### src/rtl/libhdl_pulse_queue.sv
// Multi-channel pulse queue: counts events per channel in saturating counters and replays
// them one at a time through a round-robin arbiter with a programmable minimum gap.
module libhdl_pulse_queue #(
  parameter int unsigned CHANNELS = 4,
  parameter int unsigned CNT_W    = 4,
  parameter int unsigned GAP      = 0,
  parameter int unsigned OREG     = 1
) (
  input  logic                i_clk,
  input  logic                i_rst,
  input  logic [CHANNELS-1:0] i_pulse,
  input  logic [CHANNELS-1:0] i_clrOvf,
  output logic [CHANNELS-1:0] o_pulse,
  output logic                o_any,
  output logic [CHANNELS-1:0] o_pending,
  output logic [CHANNELS-1:0] o_full,
  output logic [CHANNELS-1:0] o_overflow
);

  localparam int unsigned PtrW = (CHANNELS > 1) ? $clog2(CHANNELS) : 1;
  localparam logic [CNT_W-1:0] CntMax = '1;

  logic [CNT_W-1:0]    cnt_q [CHANNELS];
  logic [CNT_W-1:0]    cnt_d [CHANNELS];
  logic [CHANNELS-1:0] ovf_q, ovf_d;
  logic [CHANNELS-1:0] eligible, grant;
  logic [PtrW-1:0]     ptr_q, ptr_d;
  logic                gap_ok;
  logic                found;
  int unsigned         idx;

  always_comb begin
    for (int unsigned k = 0; k < CHANNELS; k++) begin
      eligible[k] = (cnt_q[k] != '0);
      o_full[k]   = (cnt_q[k] == CntMax);
    end
  end

  // Search starts at ptr and wraps; the first eligible channel wins.
  always_comb begin
    grant = '0;
    ptr_d = ptr_q;
    found = 1'b0;
    idx   = 0;
    if (gap_ok) begin
      for (int unsigned i = 0; i < CHANNELS; i++) begin
        idx = (32'(ptr_q) + i) % CHANNELS;
        if (!found && eligible[idx]) begin
          grant[idx] = 1'b1;
          ptr_d      = PtrW'((idx + 1) % CHANNELS);
          found      = 1'b1;
        end
      end
    end
  end

  always_comb begin
    for (int unsigned k = 0; k < CHANNELS; k++) begin
      cnt_d[k] = cnt_q[k];
      ovf_d[k] = ovf_q[k] & ~i_clrOvf[k];
      case ({i_pulse[k], grant[k]})
        2'b10: begin
          if (cnt_q[k] == CntMax) ovf_d[k] = 1'b1;
          else                    cnt_d[k] = cnt_q[k] + 1'b1;
        end
        2'b01:   cnt_d[k] = cnt_q[k] - 1'b1;
        default: cnt_d[k] = cnt_q[k];
      endcase
    end
  end

  always_ff @(posedge i_clk) begin
    if (i_rst) begin
      for (int unsigned k = 0; k < CHANNELS; k++) cnt_q[k] <= '0;
      ovf_q <= '0;
      ptr_q <= '0;
    end else begin
      for (int unsigned k = 0; k < CHANNELS; k++) cnt_q[k] <= cnt_d[k];
      ovf_q <= ovf_d;
      ptr_q <= ptr_d;
    end
  end

  generate
    if (GAP > 0) begin : g_gap
      localparam int unsigned GapW = $clog2(GAP + 1);
      logic [GapW-1:0] gap_q;
      always_ff @(posedge i_clk) begin
        if (i_rst)               gap_q <= '0;
        else if (|grant)         gap_q <= GapW'(GAP);
        else if (gap_q != '0)    gap_q <= gap_q - 1'b1;
      end
      assign gap_ok = (gap_q == '0);
    end else begin : g_no_gap
      assign gap_ok = 1'b1;
    end

    if (OREG != 0) begin : g_oreg
      logic [CHANNELS-1:0] pulse_q;
      always_ff @(posedge i_clk) begin
        if (i_rst) pulse_q <= '0;
        else       pulse_q <= grant;
      end
      assign o_pulse = pulse_q;
    end else begin : g_comb_out
      assign o_pulse = grant;
    end
  endgenerate

  assign o_any      = |o_pulse;
  assign o_pending  = eligible;
  assign o_overflow = ovf_q;

endmodule

### config.mk
export PLATFORM = sky130hd
export DESIGN_NAME = libhdl_pulse_queue
export DESIGN_NICKNAME = d
export VERILOG_FILES = /design/src/rtl/libhdl_pulse_queue.sv
export SDC_FILE = /design/constraint.sdc
export NUM_CORES = 1
export LEC_CHECK = 0
export CAP_MARGIN = 10
export CORE_AREA = 2 2 67 69
export CTS_CLUSTER_SIZE = 16
export DETAILED_ROUTE_END_ITERATION = 10
export DIE_AREA = 0 0 69 71
export HOLD_SLACK_MARGIN = 0.12
export PLACE_DENSITY = 0.71
export SETUP_SLACK_MARGIN = 0.15
export SLEW_MARGIN = 20
export SYNTH_ARGS = -nofsm -noshare
export SYNTH_HDL_FRONTEND = slang
export SYNTH_SLANG_ARGS = --single-unit
export TNS_END_PERCENT = 20
### constraint.sdc
create_clock -name i_clk -period 4.3 [get_ports i_clk]
set_input_delay 1.075 -clock i_clk [delete_from_list [all_inputs] [get_ports i_clk]]
set_output_delay 1.075 -clock i_clk [all_outputs]
set_load 0.02 [all_outputs]
Word-level counts from Yosys, hierarchy flattened
Memories as Yosys holds them, arrays and structs flattened. Index checks and enable logic that the tools add are counted.

RAM bits: 16. Bits in registers: 10. Word-level logic and storage cells: 119. Memories kept: 1.

Reduce and logical (&&, ||, !) cells: 16. Bitwise operators: 15. Magnitude comparators: 8. Equality and inequality tests: 12. $add $sub $neg: 14. Muxes and demuxes: 50.

Memories: cnt_q (words 4, bits a word 4, rd ports 4, clocked after memory_dff 0, write ports 4, line 23) `logic [CNT_W-1:0] cnt_q [CHANNELS];`.

Operators with widths (count): two-way mux 4 bit (12); case mux 4 bit (2 select lines) (4); two-way mux 1 bit (22); nonzero test 4 bit (5); adder 4 x 1 -> 4 bit, second input constant (4); == test 4 bit, second input constant (4); subtractor 4 x 1 -> 4 bit, second input constant (4); less-than comparator 2 x 3 -> 1 bit, second input constant (4); bitwise OR 4 bit (3); adder 2 x 1 -> 2 bit, second input constant (4); binary-select mux 1 bit (select 2 bit) (4); demux 1 bit (select 2 bit) (4); == test 2 x 1 -> 1 bit, second input constant (4); == test 2 bit, second input constant (4); greater-or-equal comparator 2 x 1 -> 1 bit, second input constant (4); two-way mux 2 bit (4); logical AND 1 bit (7); adder 2 bit, second input constant (2); AND 1 bit (4); inverter 1 bit (4); bitwise OR 1 bit (4); OR reduction 4 bit (1); zero test 1 bit (3).

Logic depth before layout (Yosys ltp)
Gate-level depths: netlist of run 1. An unclocked memory read counts as a cell.

Word-level depth: 17. Mapped depth: 13. Gate-level depth less buffers: 13.

Worst setup path before layout of run 1
Ideal clock, no wire load.

Path kind: register -> register. Start: register ptr_q[0]. End: memory cnt_q[0][3]. Buffers on the path: 0. Stages on the path, launching flop included: 14. Path slack: 0.435 ns. Data arrival time: 3.744 ns. Setup time: 0.121 ns. Cell sequence: dfxtp_1 -> inv_1 -> ha_1 -> mux4_1 -> nor4b_4 -> and2_4 -> nor2_2 -> or2_4 -> clkinv_8 -> ha_1 -> a21o_1 -> a21oi_1 -> mux2i_4 -> mux2_4.

RTL lines: start: declaration (line 27) `logic [PtrW-1:0] ptr_q, ptr_d;`; start signal: assignment (line 80) `ptr_q <= ptr_d;`; end: declaration (line 23).

==> results of run 1 <==
[cell type report]
type	count	share of cell area
flip-flops and latches	26	0.219
inverters	20	0.0368
well taps	52	0.0273
repair buffers	31	0.125
multi-input cells	163	0.569
clock buffers	4	0.0231
[flip-flops by register name, indices dropped and copies added, names as in the netlist]
| register | count |
|---|---|
| o_pulse | 4 |
| o_overflow | 4 |
| cnt_q | 16 |
| ptr_q | 2 |
[worst min-delay path, cell delays in order, from the launching register on]
cell,delay (ns)
dfxtp_1,0.32
nand2b_1,0.06
a21oi_1,0.06
[cells in the final DEF, fill, tap and decap left out, drive strengths merged, types with 2 or more instances in the layout]
cell type and instances:
fa 2, mux2 7, and2 5, nor2b 7, clkbuf 4, ha 13
inv 19, nand4 2, dfxtp 26, nand3 7, nand3b 2, mux4 5
mux2i 7, buf 5, xor2 3, clkdlybuf4s50 26, a21o 2, nand2 17
a311oi 2, nor3 4, xnor2 2, nor4b 2, a31oi 5, nor4 5
o21ai 3, a21oi 4, a32oi 4, o211ai 2, nor2 26, a211oi 2
nand2b 3, nor3b 5
[stage by stage]
stage | cells | worst slack [ns] | utilization | total power, mW
after detailed placement | 291 | 0.279 | 0.551 | 1.98
after floorplan | 215 | 0.435 | - | 1.62
final | 296 | 0.373 | 0.566 | 2.14
after CTS | 295 | 0.270 | 0.564 | 2.15
after global placement | 291 | 0.398 | 0.551 | 1.94
after global routing | 296 | 0.199 | 0.566 | 2.35
[logic make-up after synthesis]
group / Yosys count / share of synthesized area
multiplexers: 19 / 0.147
flip-flops: 26 / 0.262
AO/OA/AOI/OAI: 33 / 0.127
XOR/XNOR: 5 / 0.0221
AND/OR/NAND/NOR: 91 / 0.284
buffers and inverters: 26 / 0.0561
adder cells (fa/ha/maj): 15 / 0.102
[Yosys cell counts, drive strengths merged, types with 2 or more instances]
cell,count
mux2i,7
nor3,4
a21o,2
nand3,7
clkbuf,6
nor2,26
a31oi,5
fa,2
inv,19
dfxtp,26
xnor2,2
nor3b,5
ha,13
xor2,3
a211oi,2
nand4,2
nand2b,3
a311oi,2
nor4,5
o211ai,2
nand2,17
a32oi,4
nor2b,7
a21oi,4
nor4b,2
nand3b,2
mux4,5
o21ai,3
and2,5
mux2,7
[how the worst max path moves through the flow]
stage	from	endpoint	slack, ns	cells past startpoint
floorplan	ptr_q[0]$_SDFFE_PP0P_	cnt_q[0][3]$_SDFFE_PP0P_	0.43	13
global placement	ptr_q[1]$_SDFFE_PP0P_	cnt_q[0][3]$_SDFFE_PP0P_	0.40	13
detailed placement	ptr_q[1]$_SDFFE_PP0P_	cnt_q[0][3]$_SDFFE_PP0P_	0.28	13
CTS	ptr_q[1]$_SDFFE_PP0P_	cnt_q[0][3]$_SDFFE_PP0P_	0.27	13
global route	ptr_q[1]$_SDFFE_PP0P_	cnt_q[0][3]$_SDFFE_PP0P_	0.20	13
finish	ptr_q[1]$_SDFFE_PP0P_	cnt_q[0][3]$_SDFFE_PP0P_	0.37	13
[where the power goes]
group	switching [mW]	internal [mW]
registers	0.100	0.321
clock network	0.0827	0.0820
logic	0.829	0.726
total	1.01	1.13
[routing by layer]
layer,track usage,share of wire,vias up
li1,-,-,832
met1,0.227,0.46,786
met2,0.321,0.50,18
met3,0.0285,0.022,4
met4,0.0610,0.010,0
met5,0,0,-
[timing repair]
item / CTS / global route
resized for setup: 0 / 0
setup buffers: 0 / 1
hold buffers: 0 / 0
endpoints found under the hold margin: 0 / 0
setup endpoints to repair: 0 / 1
==> impl_results.md, run 1 <==
* Slowest CP cell: mux4_1
* Die Wd at roughly 69 um
* Rel. slew slack at 0.484
* Clock Tree Buf Depth at 2
* Synth warn at 0
* Sequential area share after synthesis at 0.262
* Post-Synthesis Cell Area at 1990 um^2
* Die Ht at 71 um
* EDFF count, synth at 0
* Flops & latches, synth at 26
* Clk_skew at 0.00409 ns
* Min-Delay Endpoint: o_overflow[2]$_SDFF_PP0_
* Cell count after synthesis at 215
* Synth top area share at 0.262
* Critical path arrival at 4.10 ns
* Area growth syn-to-layout at 19.8%
* Max Cap Violations at 0
* Multi-input gate area at 1350 um^2
* Area contributors post-synth: dfxtp_1 26%, ha_1 8.2%, nor2_1 4.5%
* Vias in the first global route at 1619
* Hold Crit Class: flop to flop
* Hold_sp: o_overflow[2]$_SDFF_PP0_
* Setup TNS at 0 ns
* CP endpoint kind: flop
* Peak VDD IR at 0.000381 V
* Die area at slightly below 5000 um^2
* Vias at 1640
* Pin count of the biggest net entering global routing at 22
* CP dominant cell by count: ha_1
* WL final at between 4000 and 5000 um
* Design Area, Final at 2380 um^2
* Final Critical Period at 3.93 ns
* IO Pins at 27
* Gr usage total at 0.182
* Mapped Nets at 240
* CTS tree: built
* Reg-to-reg endpoint: cnt_q[0][3]$_SDFFE_PP0P_
* Critical-path maximum fanout at 9
* Kind of critical path: flop to flop
* Top FF cell, synth: dfxtp_1
* Final period utilization at 0.913
* Hold Fails Final Rpt at 0
* Reg-to-reg slack, setup at 0.37 ns
* N_diodes at 0
* Vias/cell at 5.54
* Cell accounting for the most synthesized area: dfxtp_1
* Max Freq at approximately 0.25 GHz
* DR pass1 iterations at 4
* Worst-Skew Late Latency at approximately 0.27 ns
* FF+latch area at 520 um^2
* Syn_area_per_cell at 9.24 um^2
* Area after DPL at around 2300 um^2
* Max-slew violations at 0
* DRT antenna net count at 0
* Synth cell types at 59
* Startpoint type of the worst setup path: flop
* Hold Path Depth at 2
* Number of H-tree levels at 1
* CTS Buf Count at 3
* Gr ovfl total at 0
* Pwr dens at 900 nW/um^2
* Data required time of the critical path at around 4.5 ns
* Worst reg2reg path startpoint: ptr_q[1]$_SDFFE_PP0P_
* # setup viols final at 0
* Hold Slack at a little under 0.5 ns
* Reg clk slew, reported paths at 0.10 ns
* Transition time at the pin with the least slew margin at 0.772 ns
* CP Cell Sequence: inv_1 -> ha_1 -> mux4_1 -> nor4b_4 -> and2_4 -> nor2_2 -> or2_4 -> clkinv_8 -> ha_1 -> a21o_1 -> a21oi_1 -> mux2i_4 -> mux2_4
* R2R cell count at 13
* Leakage at 1.00 nW
* Slowest stage delay, CP at 0.65 ns
* Nets at 270
* Share of cells above drive strength 1 at 0.152
* Core area at approximately 4200 um^2
* PortBufs at 26
* Initial antenna violation count at 0
* Number of fill cells at 414
* Crit-path leading delay family: multiplexers
* Root buffer cell: clkbuf_8
* Status: completed
* Initial DRC count at 50
* # rows at 24
* Drt wl/cell at 14.1 um
* HPWL Detailed at about 3300 um
* Starting Density at 0.472
* Ys async rst share at 0
* DR DRC count at 0
* RSZ-0062 raised after global routing: false
* Gpl congestion at 0.831
* Buf+Inv Stages, Crit Path at 2
* First-pass GRT wire length at 7350 um
* CTS Sinks at 26
(Power assumes the default switching activity.)
==> run 2: changes to the inputs <==
--- a/config.mk
+++ b/config.mk
@@ -11,7 +11,7 @@
 export DETAILED_ROUTE_END_ITERATION = 10
 export DIE_AREA = 0 0 69 71
 export HOLD_SLACK_MARGIN = 0.12
-export PLACE_DENSITY = 0.71
+export PLACE_DENSITY = 0.69
 export SETUP_SLACK_MARGIN = 0.15
 export SLEW_MARGIN = 20
 export SYNTH_ARGS = -nofsm -noshare
==> constraint.sdc (replaced) <==
create_clock -name i_clk -period 4 [get_ports i_clk]
set_input_delay 1 -clock i_clk [delete_from_list [all_inputs] [get_ports i_clk]]
set_output_delay 1 -clock i_clk [all_outputs]
set_load 0.02 [all_outputs]
==> run 2 against run 1 <==
Sequential power up 7.4%. Final area up 0.89%. Final cell count unchanged. Die area is the same. First-iteration DRC count rose by 18%. Utilization up 0.51 points. Clock power grew 35%. Sequential share of layout area down 0.14 points. Register-to-register slack lost 0.06 ns. Via count shrank 1.9%. Maximum frequency rose by 6.4%. Wire length down 0.89%.
==> impl_results.md, run 2 (synthesized netlist as in run 1, its figures left out) <==
* RSZ-0062 raised after global routing: false
* Leakage at 1.01 nW
* Reg clk slew, reported paths at 0.10 ns
* Hold Fails Final Rpt at 0
* Max-slew violations at 0
* Drt wl/cell at 13.9 um
* Max Cap Violations at 0
* CTS tree: built
* Hold Crit Class: flop to flop
* Clock Tree Buf Depth at 2
* Initial DRC count at 59
* # hold bufs at CTS at 0
* Total power at 2.35 mW
* Vias at 1609
* Final Critical Period at between 3 and 4 ns
* CTS Buf Count at 3
* # rows at 24
* Largest Register: cnt_q
* Setup TNS at 0 ns
* Gpl congestion at 0.772
* Die Ht at 71 um
* Kind of critical path: flop to flop
* Pin count of the biggest net entering global routing at 16
* Critical-path maximum fanout at 9
* Rel. slew slack at 0.508
* Initial antenna violation count at 0
* N_diodes at 0
* Worst-Skew Late Latency at 0.27 ns
* Pwr dens at 978 nW/um^2
* Share of cells above drive strength 1 at 0.160
* Data required time of the critical path at between 4 and 5 ns
* Critical path arrival at a little under 4 ns
* DR DRC count at 0
* Commonest non-fill, non-tap cells in the layout: 26 x clkdlybuf4s50_1, 25 x dfxtp_1, 24 x nor2_1, 17 x nand2_1, 15 x inv_1
* DRT antenna net count at 0
* DR pass1 iterations at 4
* Startpoint type of the worst setup path: flop
* Die area at 4900 um^2
* Root buffer cell: clkbuf_8
* Die Wd at around 70 um
* Gr usage total at 0.176
* Peak VDD IR at 0.000435 V
* Gr ovfl total at 0
* Number of H-tree levels at 1
* CP endpoint kind: flop
* Design Area, Final at 2400 um^2
* IO Pins at 27
* Core area at 4200 um^2
* # setup viols final at 0
* First-pass GRT wire length at 7210 um
* Status: completed
* Commonest non-fill, non-tap cell in the layout: clkdlybuf4s50_1
* Max reg flops at 16
* Nets at 270
* PortBufs at 26
* WL final at 4120 um
* Vias in the first global route at 1620
* Area after DPL at 2330 um^2
* CTS Sinks at 26
* Area growth syn-to-layout at 20.9%
* Clk_skew at ~0.0060 ns
* Final period utilization at 0.922
* HPWL Detailed at 3230 um
* Transition time at the pin with the least slew margin at around 0.74 ns
* Max Freq at 0.271 GHz
* Starting Density at 0.472
* Vias/cell at about 5.4
* Hold Slack at roughly 0.48 ns
[run 2: timing repair]
item                       in CTS  in global routing
setup buffers                   0                  0
setup endpoints to repair       0                  2
resized for setup               0                  1
[run 2: per-layer routing]
layer | global-route usage | vias to the layer above | wire, um
met3 | 0.0256 | 9 | 93
met4 | 0.0566 | 0 | 67
met5 | 0 | - | 0
met2 | 0.308 | 21 | 2010
li1 | - | 832 | -
met1 | 0.225 | 747 | 1950
[run 2: final timing paths]
| path | cells past startpoint | from | to | slack [ns] |
|---|---|---|---|---|
| worst min-delay path | 2 | o_overflow[2]$_SDFF_PP0_ | o_overflow[2]$_SDFF_PP0_ | 0.48 |
| worst max-delay path | 13 | cnt_q[0][4]$_SDFFE_PP0P_ | cnt_q[0][3]$_SDFFE_PP0P_ | 0.31 |
| worst min register to register | 2 | o_overflow[2]$_SDFF_PP0_ | o_overflow[2]$_SDFF_PP0_ | 0.48 |
| worst max register to register | 13 | cnt_q[0][4]$_SDFFE_PP0P_ | cnt_q[0][3]$_SDFFE_PP0P_ | 0.31 |
[run 2: critical path: stages (launching register included)]
cell,delay (ns)
dfxtp_1,0.39
nor4_4,0.39
inv_2,0.08
mux4_2,0.59
nor4b_4,0.38
and2_4,0.22
nor2_2,0.05
or2_4,0.27
clkinv_8,0.07
ha_1,0.21
a21o_1,0.18
a21oi_2,0.19
mux2i_4,0.25
mux2_4,0.30
[run 2: metrics by stage]
stage                     instances  setup slack (ns)   util
after floorplan                 215             0.214      -
after global placement          292             0.270  0.554
after detailed placement        292             0.177  0.554
after CTS                       296             0.170  0.571
after global routing            296             0.170  0.571
final                           296             0.310  0.571
[run 2: power breakdown]
part | total (mW) | internal, mW | switching (mW)
Sequential | 0.452 | 0.346 | 0.107
Combinational | 1.67 | 0.766 | 0.906
Clock | 0.223 | 0.134 | 0.0891
Total | 2.35 | 1.25 | 1.10
[run 2: layout make-up]
| type | count | area, um^2 |
|---|---|---|
| clock buffers | 3 | 41.3 |
| clock inverters | 1 | 30.0 |
| fillers | 373 | 1800 |
| inverters | 20 | 87.6 |
| multi-input cells | 163 | 1360 |
| flip-flops and latches | 26 | 522 |
| well taps | 52 | 65.1 |
| repair buffers | 31 | 298 |
==> run 3: changes to the inputs <==
--- a/config.mk
+++ b/config.mk
@@ -10,6 +10,7 @@
 export CTS_CLUSTER_SIZE = 16
 export DETAILED_ROUTE_END_ITERATION = 10
 export DIE_AREA = 0 0 69 71
+export GPL_TIMING_DRIVEN = 0
 export HOLD_SLACK_MARGIN = 0.12
 export PLACE_DENSITY = 0.69
 export SETUP_SLACK_MARGIN = 0.15
==> run 3 against run 2 <==
Maximum frequency down 1.6%. Register-to-register slack worse by 0.06 ns. First-iteration DRC count up 19%. Power up 4.5%. Worst setup slack worse by 0.060 ns. Clock-buffer cell count unchanged. Clock power about the same. Critical path type unchanged. Largest power group unchanged.
==> impl_results.md, run 3 (synthesized netlist as in run 1, its figures left out) <==
* Status: completed
* Vias in the first global route at 1675
* Leakage at 1.03 nW
* Initial antenna violation count at 0
* Number of fill cells at about 400
* Reg clk slew, reported paths at roughly 0.1 ns
* Die Ht at 71 um
* Hold Fails Final Rpt at 0
* Switching Fraction at 0.462
* Max reg flops at 16
* CP endpoint kind: flop
* Data required time of the critical path at ~4.2 ns
* # setup viols final at 0
* Transition time at the pin with the least slew margin at 0.698 ns
* WL final at 4490 um
* Pwr dens at 1000 nW/um^2
* Critical-path maximum fanout at 9
* Psw at between 1 and 1.5 mW
* RSZ-0062 raised after global routing: false
* Die Wd at just under 70 um
* Clock Tree Buf Depth at 2
* CTS tree: built
* Post-Place Worst Slack at -0.207 ns
* Initial DRC count at 70
* Multi-input gate area at about 1400 um^2
* P_int at 1.32 mW
* IO Pins at 27
* First-pass GRT wire length at about 7700 um
* Largest Register: cnt_q
* Final worst slack at 0.250 ns
* Gr ovfl total at 0
* Root buffer cell: clkbuf_8
* Worst-Skew Late Latency at 0.27 ns
* HPWL Detailed at 3350 um
* # rows at 24
* Final period utilization at 0.937
* Vias/cell at 5.61
* Max Cap Violations at 0
* Pin count of the biggest net entering global routing at 16
* Area growth syn-to-layout at 23.3%
* Rel. slew slack at 0.534
* Reg-to-reg slack, setup at around 0.25 ns
* Number of H-tree levels at 1
* Vias at 1700
* CTS Sinks at 26
* Max Freq at 0.267 GHz
* Gpl congestion at about 0.81
* Flop pwr share at 0.192
* CTS Buf Count at 3
* Startpoint type of the worst setup path: flop
* PortBufs at 25
* Commonest non-fill, non-tap cell in the layout: clkdlybuf4s50_1
* DR DRC count at 0
* Final Critical Period at 3.75 ns
* Core area at approximately 4200 um^2
* Critical path arrival at about 3.9 ns
* Commonest non-fill, non-tap cells in the layout: 25 x clkdlybuf4s50_1, 24 x nor2_1, 24 x dfxtp_1, 17 x nand2_1, 13 x inv_1
* Clk network pwr share at 0.091
* DR pass1 iterations at 4
* # hold bufs at CTS at 0
* Die area at 4900 um^2
* FF+latch area at 526 um^2
* Share of cells above drive strength 1 at 0.191
* Kind of critical path: flop to flop
* Gr usage total at 0.191
* Starting Density at 0.472
* Clk_skew at 0.00274 ns
* Logic pwr share at 0.717
* Setup TNS at 0 ns
* DRT antenna net count at 0
* Hold Slack at 0.479 ns
* N_diodes at 0
* Max-slew violations at 0
* Hold Crit Class: flop to flop
* Drt wl/cell at ~15 um
* Peak VDD IR at ~0.00042 V
* Nets at 277
-- run 3: cell types whose count changed in the layout (fill, tap and decap cells not counted), sizes merged --
cell,change
clkbuf,+6
buf,+2
clkdlybuf4s50,-1
clkinvlp,+1
inv,-1
-- run 3: per-layer routing --
metal | vias to the layer above | part of all wire | track usage
li1 | 847 | - | -
met1 | 832 | 0.46 | 0.236
met2 | 17 | 0.52 | 0.347
met3 | 4 | 0.018 | 0.0256
met4 | 0 | 0.010 | 0.0566
met5 | - | 0 | 0
-- run 3: what timing repair did --
| item | CTS | global route |
|---|---|---|
| pin swaps | 1 | 3 |
| gates resized for setup | 3 | 6 |
| setup endpoints to repair | 3 | 3 |
| setup buffers | 3 | 4 |
-- run 3: power by group through the flow --
stage,logic [mW],registers (mW),clock network (mW)
after floorplan,1.28,0.459,0
after global placement,1.63,0.465,0
after detailed placement,1.64,0.470,0
after CTS,1.69,0.468,0.231
after global routing,1.95,0.487,0.236
final,1.76,0.471,0.223
-- run 3: stage by stage --
step,util,power [mW],cell area (um^2),cells
after floorplan,-,1.74,1990,215
after global placement,0.548,2.09,2300,292
after detailed placement,0.548,2.11,2300,292
after CTS,0.575,2.39,2420,299
after global routing,0.582,2.67,2450,303
final,0.582,2.45,2450,303
-- run 3: area by class of cell --
cell class,count,area share
clock inverter,1,0.0123
clock buffer,3,0.0169
inverter,20,0.0373
tap,52,0.0266
timing repair buffer,32,0.124
buffer,6,0.0102
multi-input combinational,163,0.558
sequential,26,0.215
-- run 3: path summary, 6_finish.rpt --
check                                              start                  endpoint  depth (start not counted)
worst max-delay path               ptr_q[0]$_SDFFE_PP0P_  cnt_q[0][3]$_SDFFE_PP0P_                         14
worst min-delay path            o_overflow[2]$_SDFF_PP0_  o_overflow[2]$_SDFF_PP0_                          2
worst max register to register     ptr_q[0]$_SDFFE_PP0P_  cnt_q[0][3]$_SDFFE_PP0P_                         14
worst min register to register  o_overflow[2]$_SDFF_PP0_  o_overflow[2]$_SDFF_PP0_                          2
-- run 3: worst max-delay path, stage by stage, from the launching register on --
cell	delay, ns
dfxtp_4	0.43
clkinvlp_4	0.13
ha_4	0.31
mux4_2	0.55
nor4b_4	0.33
buf_4	0.17
and2_4	0.15
nor2_2	0.05
or2_4	0.28
clkinv_8	0.07
ha_1	0.22
a21o_1	0.19
a21oi_2	0.21
mux2i_4	0.26
mux2_4	0.31
==> RTL edit 1 (settings of run 3) <==
The parameter `CNT_W` goes from 4 to 3.
--- a/src/rtl/libhdl_pulse_queue.sv
+++ b/src/rtl/libhdl_pulse_queue.sv
@@ -3,5 +3,5 @@
 module libhdl_pulse_queue #(
   parameter int unsigned CHANNELS = 4,
-  parameter int unsigned CNT_W    = 4,
+  parameter int unsigned CNT_W    = 3,
   parameter int unsigned GAP      = 0,
   parameter int unsigned OREG     = 1
Check against the original RTL: no difference found for any inputs over 4 cycles, from zero or initial values and one cycle with i_rst high; that may be too few to reach the edited logic, so the function may still have changed.
==> RTL edit 1 against run 3 <==
- final area is 16% lower
- sequential power decreased by 19%
- clock power down 6%
- final cell count is 15% lower
- routed wire length is 27% lower
- worst setup slack improved by 0.22 ns
- total power is 18% lower
- largest power group unchanged
- area after synthesis decreased by 16%
- sequential cell count fell by 4
==> RTL edit 1: results (changes against run 3) <==
global_routing:
  grt_max_degree: 14  # -2
  grt_pass1_vias: 1266  # -24%
  grt.total_usage: 0.141  # -0.0498
  grt_pass1_wl_um: 5730  # -26%
cells_and_area:
  fin_nets: 229  # -17%
  drive_above_1_share: 0.126  # -0.0656
  largest_reg_flops: 12  # -4
synthesis:
  synth_area_leaders: "dfxtp_1 26%, mux2i_1 7.8%, ha_1 5.2%, fa_1 4.8%, a221oi_4 4.7%"
  ys_types: 43  # -27%
  netlist.area_leader.share: 0.263  # +0.00134
  yosysSeqAreaShare: 0.263  # +0.00134
  synth_nets: 198  # -18%
  ys_warn_count: 0  # unchanged
  avgSynthCellArea_um2: 9.44  # +2.3%
  synth_commonest_cells: "22 x dfxtp_1, 21 x inv_1, 17 x nor2_1"
outcome:
  outcome: "complete, no violations"
drt:
  drtIter0Drc: 55  # -21%
  viasPerCell: 5.08  # -9.4%
  drt-total-wl_um: 3300  # -27%
  wl_per_cell_um: 12.7  # -14%
timing:
  worst_slew_pin_slew_ns: 0.576  # -0.122 ns
  finClkSkew_ns: 0.00921  # +0.00647 ns
cts:
  cts_resized: 0  # -3
  clkTransAtPathRegs_ns: 0.09
place:
  port_buffers: 24  # -4.0%
  placed_cells: 253  # -13%
  hpwl_um: 2570  # -23%
power:
  peakVddDrop_mv: 0.390  # -6.1%
  p_leak_nw: 0.855  # -17%
critical_path:
  cp.arrival_ns: 3.70  # -0.22 ns
  r2r_cells: 12  # -2
  crit_fanout: 10  # +1
[RTL edit 1: path summary, 6_finish.rpt]
path                  from            end  slack, ns
max               ptr_q[0]    cnt_q[0][5]       0.47
min          o_overflow[3]  o_overflow[3]       0.49
max reg2reg       ptr_q[0]    cnt_q[0][5]       0.47
min reg2reg  o_overflow[3]  o_overflow[3]       0.49
[RTL edit 1: worst max-delay path, cell delays in order, from the launching register on]
cell and delay (ns):
dfxtp_1 0.55, inv_2 0.15, ha_1 0.38, mux4_2 0.35, buf_2 0.20, and3b_1 0.25, buf_6 0.14, a221oi_4 0.10
or2_1 0.25, fa_1 0.38, nor3b_1 0.22, mux2i_1 0.12, mux2_1 0.32
[RTL edit 1: per-layer routing]
layer,up-vias,global-route usage,share of wire
li1,673,-,-
met1,619,0.195,0.50
met2,22,0.232,0.46
met3,2,0.0171,0.029
met4,0,0.0458,0.0094
met5,-,0,0
[RTL edit 1: cells by family after synthesis]
group           count (synthesis)  synth area share
simple gates                   62             0.224
mux                            25             0.177
buf+inv                        31            0.0749
fa+ha+maj                      11             0.100
xor+xnor                        4            0.0210
flops                          22             0.263
compound gates                 22             0.140
[RTL edit 1: layout make-up]
class | instances | area [um2]
Clock buffer | 3 | 41.3
Multi-Input combinational cell | 124 | 1110
Sequential cell | 22 | 440
Fill cell | 408 | 2140
Clock inverter | 1 | 30.0
Buffer | 7 | 35.0
Inverter | 24 | 90.1
Tap cell | 52 | 65.1
Timing Repair Buffer | 26 | 255
[RTL edit 1: where the power goes]
part	internal, mW	total [mW]	leakage (nW)	switching, mW
logic	0.668	1.42	0.638	0.752
clock network	0.134	0.210	0.0357	0.0758
registers	0.297	0.382	0.181	0.0853
[RTL edit 1: per-stage QoR]
stage | area, um2 | setup WS [ns]
finish | 2060 | 0.468
global route | 2060 | 0.184
CTS | 2050 | 0.377
detailed placement | 1980 | 0.398
global placement | 1980 | 0.456
floorplan | 1670 | 0.744
==> RTL edit 2 (settings of run 3) <==
Without the edit above. Reset style: asynchronous (`i_rst`), changed in 3 clocked blocks.
--- a/src/rtl/libhdl_pulse_queue.sv
+++ b/src/rtl/libhdl_pulse_queue.sv
@@ -70,5 +70,5 @@
   end
 
-  always_ff @(posedge i_clk) begin
+  always_ff @(posedge i_clk or posedge i_rst) begin
     if (i_rst) begin
       for (int unsigned k = 0; k < CHANNELS; k++) cnt_q[k] <= '0;
@@ -86,5 +86,5 @@
       localparam int unsigned GapW = $clog2(GAP + 1);
       logic [GapW-1:0] gap_q;
-      always_ff @(posedge i_clk) begin
+      always_ff @(posedge i_clk or posedge i_rst) begin
         if (i_rst)               gap_q <= '0;
         else if (|grant)         gap_q <= GapW'(GAP);
@@ -98,5 +98,5 @@
     if (OREG != 0) begin : g_oreg
       logic [CHANNELS-1:0] pulse_q;
-      always_ff @(posedge i_clk) begin
+      always_ff @(posedge i_clk or posedge i_rst) begin
         if (i_rst) pulse_q <= '0;
         else       pulse_q <= grant;
Formal check against the unedited RTL: differs if i_rst is asserted again (counterexample within 4 cycles, from zero or initial values and one cycle with i_rst high); with i_rst held inactive, the same outputs for 4 cycles.
==> RTL edit 2 against run 3 <==
- die area is the same
- routed wire length down 23%
- sequential cell count is the same
- final area decreased by 7.8%
- worst setup slack better by 0.16 ns
- total power is 25% lower
- area after synthesis decreased by 5.7%
- count of clock-buffer cells in the layout rose by 1
- sequential share of layout area increased by 7.4 points
- clock power shrank 23%
- non-clock buffer count shrank 10
- largest cell class unchanged
- highest routed layer unchanged
==> RTL edit 2: results (changes against run 3) <==
power:
  p_sw_frac: 0.438  # -0.0240
  peakVddDrop_mv: 0.287  # -31%
  p_comb_mw: 1.13  # -36%
  sequentialPowerShare: 0.289  # +0.097
  p_leak_nw: 1.03  # +0.24%
place:
  hpwl_um: 2640  # -21%
  gp_congestion: 0.829  # +2.1%
  place_area_mm2: 0.00219  # -5.0%
timing:
  max_slew_margin: 0.632  # +0.0980
  finClkSkew_ns: 0.00379  # +0.00106 ns
drt:
  wl_per_cell_um: 13.3  # -10%
  dr_wl_met2_um: 1580  # -32%
  route.met3.wl_um: 100  # +25%
  via_count: 1375  # -19%
  drtIter0Drc: 57  # -19%
  wirelength_met1_um: 1710  # -17%
global_routing:
  grt_util_met3: 0.0228  # -0.00285
  grt_pass1_wl_um: 6100  # -21%
  use_met2: 0.241  # -0.106
  grt_max_degree: 27  # +11
  grt.total_usage: 0.151  # -0.0399
synthesis:
  synth.area.mux_share: 0.102  # -0.0452
  yosys_most_used_dff: "dfrtp_1"
  synth_compound_area_frac: 0.162  # +0.0350
  synth_commonest_cells: "26 x dfrtp_1, 25 x inv_1, 13 x ha_1"
  synth_fa_ha_area_frac: 0.108  # +0.00614
  synth_area_leaders: "dfrtp_1 35%, ha_1 8.7%, inv_1 5.0%, xnor2_1 3.3%, mux4_1 2.8%"
  synthXorXnorAreaFrac: 0.0561  # +0.0341
  synth_nets: 203  # -15%
  synthArstFlopShare: 1.00  # +1.00
  yosysSeqAreaShare: 0.347  # +0.0852
  avgSynthCellArea_um2: 10.5  # +14%
critical_path:
  path_delay_family: "compound AO/OA/AOI/OAI gates"
  crit_fanout: 10  # +1
  cp.arrival_ns: 3.79  # -0.13 ns
  r2r-start: "cnt_q[9]"
  cpMaxStageDelayCell: "nor4_2"
outcome:
  outcome: "complete, no violations"
cells_and_area:
  fin_nets: 233  # -16%
  drive_above_1_share: 0.150  # -0.0415
cts:
  postCtsSetupBuffers: 0  # -3
-- RTL edit 2: cell types whose count changed in the layout (fill, tap and decap cells not counted), sizes merged, moves of 6 or more --
cell	before	now
dfrtp	0	26
dfxtp	26	0
nor2	26	11
inv	18	26
nor2b	7	0
nand2	17	11
-- RTL edit 2: cell type report --
type	instances	area (um2)	area share
plain buffers	3	18.8	0.00832
multi-input cells	123	1120	0.496
repair buffers	25	250	0.111
inverters	26	97.6	0.0433
flip-flops and latches	26	651	0.288
clock buffers	4	55.1	0.0244
well taps	52	65.1	0.0288
-- RTL edit 2: final timing paths --
kind / end / slack [ns] / cells past startpoint
worst max-delay path: cnt_q[3] / 0.41 / 12
worst min-delay path: o_overflow[1] / 0.50 / 1
worst max register to register: cnt_q[3] / 0.41 / 12
worst min register to register: o_overflow[1] / 0.50 / 1
max in group asynchronous: ptr_q[1] / 2.54 / 2
min in group asynchronous: o_pulse[2] / 1.09 / 2
